`config.mk`:
```
export PLATFORM = sky130hd
export DESIGN_NAME = led
export DESIGN_NICKNAME = d
export VERILOG_FILES = /design/src/rtl/led.sv
export SDC_FILE = /design/constraint.sdc
export NUM_CORES = 1
export LEC_CHECK = 0
export BUFFER_PORTS_ARGS = -buffer_cell sky130_fd_sc_hd__buf_2
export CORE_MARGIN = 3
export CORE_UTILIZATION = 56
export CTS_CLUSTER_DIAMETER = 200
export DETAILED_ROUTE_END_ITERATION = 6
export PLACE_DENSITY = 0.8
export REMOVE_ABC_BUFFERS = 1
export SLEW_MARGIN = 20
export SYNTH_ARGS = -nofsm -noshare
export SYNTH_HDL_FRONTEND = slang
export SYNTH_SLANG_ARGS = --single-unit
```
`constraint.sdc`:
```
create_clock -name clk -period 3.58 [get_ports clk]
set_input_delay 0.179 -clock clk [delete_from_list [all_inputs] [get_ports clk]]
set_output_delay 0.179 -clock clk [all_outputs]
set_load 0.03 [all_outputs]
```
`src/rtl/led.sv`:
```
// LED logic function y = ~b & (a | ~c), its registered copy, a saturating
// count of registered rising edges, and a blink divider gated by y_q.
module led #(
    parameter int BLINK_DIV = 4,
    parameter int CNT_W     = 8
) (
    input  logic             clk,
    input  logic             reset,
    input  logic             a,
    input  logic             b,
    input  logic             c,
    output logic             y,
    output logic             y_q,
    output logic [CNT_W-1:0] rise_cnt,
    output logic             blink
);

    localparam logic [7:0] DIV_LAST = 8'(BLINK_DIV - 1);

    function automatic logic [CNT_W-1:0] sat_inc(input logic [CNT_W-1:0] v);
        return (&v) ? v : v + CNT_W'(1);
    endfunction

    logic             armed_q, armed_d;
    logic             y_d;
    logic [CNT_W-1:0] rise_cnt_q, rise_cnt_d;
    logic [7:0]       div_cnt_q, div_cnt_d;
    logic             blink_q, blink_d;

    assign y = ~b & (a | ~c);

    // armed_q stays low through the first edge after reset release, so that
    // edge neither loads y_q nor counts a rising event.
    always_comb begin
        armed_d    = 1'b1;
        y_d        = y_q;
        rise_cnt_d = rise_cnt_q;
        div_cnt_d  = div_cnt_q;
        blink_d    = blink_q;
        if (!reset) begin
            armed_d    = 1'b0;
            y_d        = 1'b0;
            rise_cnt_d = '0;
            div_cnt_d  = '0;
            blink_d    = 1'b0;
        end else if (armed_q) begin
            y_d = y;
            if (y && !y_q) begin
                rise_cnt_d = sat_inc(rise_cnt_q);
            end
            if (!y_q) begin
                div_cnt_d = '0;
                blink_d   = 1'b0;
            end else if (div_cnt_q == DIV_LAST) begin
                div_cnt_d = '0;
                blink_d   = ~blink_q;
            end else begin
                div_cnt_d = div_cnt_q + 8'd1;
            end
        end
    end

    always_ff @(posedge clk) begin
        armed_q    <= armed_d;
        y_q        <= y_d;
        rise_cnt_q <= rise_cnt_d;
        div_cnt_q  <= div_cnt_d;
        blink_q    <= blink_d;
    end

    assign rise_cnt = rise_cnt_q;
    assign blink    = blink_q;

endmodule

```
* Yosys cells after proc, flatten, opt, wreduce, memory -nomap -nowiden
Cells that the tools add are included.
Storage, ports and cells: output and inout port bits 11, input bits 5, bits in registers 19, word-level logic and storage cells 25
Cells by class: muxes and demuxes 5, bitwise logic cells 6, reduce and logical (&&, ||, !) cells 5, add/subtract/negate cells 2, equality and inequality tests 2
Operators by type and width (count):
- 8-bit by 1-bit adder with 8-bit output (second input constant) | 2
- 8-bit 2-to-1 mux | 2
- 8-bit by 2-bit == test with 1-bit output (second input constant) | 1
- 8-bit AND reduction | 1
- 1-bit inverter | 4
- 1-bit 2-to-1 mux | 3
- 3-bit AND reduction | 1
- 2-bit by 1-bit != test with 1-bit output (second input constant) | 1
- 2-bit AND reduction | 1
- 1-bit bitwise AND | 1
- 1-bit logical AND | 1
- 1-bit zero test | 1
- 1-bit OR | 1

* Depth between registers and ports, before layout
depth after elaboration 5, depth in mapped cells 6

* Worst setup path before layout
No wires, ideal clock.
kind register to register, from register rise_cnt_q[2] (netlist: rise_cnt[2]), to register rise_cnt_q[7] (netlist: rise_cnt[7]), setup slack 1986 ps, buffers on the path 0, period minus slack after synthesis 1594 ps, arrival 1523 ps, stages on the path, launching flop included 5, cell sequence dfxtp_1 -> nand3_1 -> or3_1 -> or4_1 -> a21oi_1
On the way: cells in the longest elaborated chain, start to end 3
Ends and longest elaborated chain:
- start: declaration | line 26 | logic [CNT_W-1:0] rise_cnt_q, rise_cnt_d;
- start signal: assignment | line 66 | rise_cnt_q <= rise_cnt_d;
- parallel branches: the longest is 3 deep, another holds 8-bit by 1-bit adder with 8-bit output
Parallel ways; which one is timed is not known. A chain may end at the register's enable or synchronous reset.

* Worst setup path in the final report
from register rise_cnt_q[3] (netlist: rise_cnt[3]), to register rise_cnt_q[3] (netlist: rise_cnt[3])
Same word-level chain as after synthesis.

==> out/results.ini <==
[cts]
cts_repair_resizes = 0
cts-root-to-sink-buffers = 2
path_clk_slew_ps = 110
cts_tree = yes
post_cts_hold_buffer_count = 0
cts.root.buffer_cell = clkbuf_4
clock_latency_ps = 290
cts_setup_buffers = 0
cts-htree-levels = 1
cts_num_sinks = 19
cts-buffers-inserted = 3

[pwr]
power.leakage_nw = 0.3818
power.density_mw_per_mm2 = 355.4
peakVddDrop_mv = 0.2187

[grt]
antenna_found_initial = 0
grt_first_pass_wirelength_mm = 2.808
largest_net_degree_at_the_start_of_global_routing = 15
grt_pass1_vias = 646
grt.total_usage = 0.1878
grt_overflow = 0

[sta]
fmax_mhz = 557.4
finalSetupTns_ps = 0
rsz_0062_raised_after_global_routing = false
hold_violations = 0
min_period_over_period = 0.5011
worstMarginPinSlew_ps = 805.8
relSlewSlack = 0.4592
final.min_clock_period_ps = 1794
holdWs_ps = 31.78
final_max_slew_viols = 0
skew_final_ps = 1.687
final-setup-viol-count = 0

[critical_path]
setup.worst_path.class = reg -> reg
worst_ep_arrival_ps = 2020
cp_required_ps = 3800
timing.critical_path.fanout_max = 14
worst_setup_path_start_kind = flop
timing.critical_path.to_type = flop

[floorplanning]
top_level_ports = 16
fp.dieArea_mm2 = 0.002080
initial_core_util = 0.6353
std_cell_rows = 13
dieHeight_um = 45.61
fp.coreArea_mm2 = 0.001383
die_w_um = 45.61

[logic_synthesis]
yosys_warning_count = 0
syn-instance-count = 104
synth_seq_area_share = 0.4330
yosysUniqueCellTypes = 27
netlist_top_cells_area = dfxtp_1 43%, a21oi_1 6.3%, nor2_1 5.1%
synth.ff_latch_count = 19
synthDominantAreaCellType = dfxtp_1
mappedNetlistArea_um2 = 878.3
post-synth-top-area-fraction = 0.4330
syn-mean-instance-area_um2 = 8.446

[routing]
detail-route-antenna-nets = 0
dr.pass1.iters = 4
remaining_drc_errors = 0
via_per_inst = 6.044
drt-wirelength-per-cell_um = 13.02
detail_route.wirelength_mm = 1.758
vias = 816
drtIter0Drc = 20

[finish]
multi_input_area_um2 = 469.2
n_fill_cell = 130
post_route_cells_drive_above_1_share = 0.1667
layout.nets = 129
antenna_cells_inserted = 0
area_growth_syn_to_layout_pct = 12.25
layout.area.seq_um2 = 380.4

[place]
portBuffers = 15
routability_congestion_estimate_from_global_placement = 0.8279
dp_hpwl_mm = 1.282

[outcome]
status = completed

[run]
max_cap_violations = 0

[worst_hold_path]
hp-class = in -> reg

[layout make-up]
class | count | share of cell area
Multi-Input combinational cell | 78 | 0.4759
Sequential cell | 19 | 0.3858
Timing Repair Buffer | 15 | 0.07614
Clock buffer | 3 | 0.02284
Tap cell | 15 | 0.01904
Inverter | 4 | 0.01523
Clock inverter | 1 | 0.005076
[cells in the mapped netlist]
cell type / n
or3_1: 3
dfxtp_1: 19
inv_1: 4
or4_1: 4
xor2_1: 3
nor3_1: 3
buf_2: 2
o2111ai_1: 1
and2b_1: 1
nand2_1: 9
nand3_1: 4
and2_1: 1
o21ai_0: 4
nor2b_4: 1
o311ai_0: 1
a21boi_0: 1
nor4b_1: 1
xnor2_1: 3
a21oi_1: 11
o31ai_1: 4
clkbuf_1: 1
o21ai_1: 2
o41ai_1: 1
nand4_1: 4
ha_1: 3
or2_0: 1
nor2_1: 12
[sequential cells by signal (all words and copies together) (netlist names)]
signal,cells
blink,1
y_q,1
rise_cnt,8
div_cnt_q,8
armed_q,1
[cell usage in the layout, fill, tap and decap left out, types with 2 or more instances in the layout]
cell,count
xor2_1,3
xnor2_1,3
dfxtp_1,19
nor2_1,12
o31ai_1,4
ha_1,3
o21ai_0,4
a21oi_1,11
or4_1,4
inv_1,4
or3_1,3
nand2_1,9
nor3_1,3
nand3_1,4
clkbuf_4,3
nand4_1,4
buf_2,15
o21ai_1,2
[cell families (layout without fill, tap and decap cells)]
logic type,Yosys count,in the layout,share of synthesized area
DFF,19,19,0.4330
xor gates and xnor gates,6,6,0.05984
adders and majority gates,3,3,0.04274
and+or+nand+nor,44,44,0.2621
AOI/OAI and AO/OA,25,25,0.1695
buffers and inverters,7,23,0.03275
[per-stage QoR]
step | std cells | util | area, um^2 | setup WS [ps] | power [mW]
after floorplan | 101 | - | 864.6 | 1891 | 0.2393
after detailed placement | 131 | 0.6932 | 958.4 | 1828 | 0.2488
final | 135 | 0.7131 | 985.9 | 1786 | 0.3504
after CTS | 135 | 0.7131 | 985.9 | 1796 | 0.3559
after global routing | 135 | 0.7131 | 985.9 | 1630 | 0.3678
after global placement | 131 | 0.6932 | 958.4 | 1919 | 0.2484
[layer usage]
layer	global-route usage	wire length (um)
met5	0	0
met4	0.08772	19
met3	0.03557	116
met2	0.2758	782
met1	0.2621	840
[critical path: stages (launching register included)]
cell     delay, ps
dfxtp_1        460
nand4_1        200
o21ai_1        700
o21ai_0        190
a21oi_1        170
[worst paths after layout]
check / cells past startpoint / slack [ps] / startpoint / endpoint
worst max register to register: 4 / 1790 / rise_cnt[3] / rise_cnt[3]
worst max-delay path: 4 / 1790 / rise_cnt[3] / rise_cnt[3]
worst min register to register: 2 / 510 / div_cnt_q[1] / div_cnt_q[1]
worst min-delay path: 1 / 30 / reset / armed_q
[power breakdown]
group	switching, mW	total, mW	internal (mW)
sequential	0.00328	0.217	0.214
clock	0.0648	0.106	0.0415
combinational	0.0190	0.0270	0.00803
Note: power is estimated with default switching activity, not from simulation.
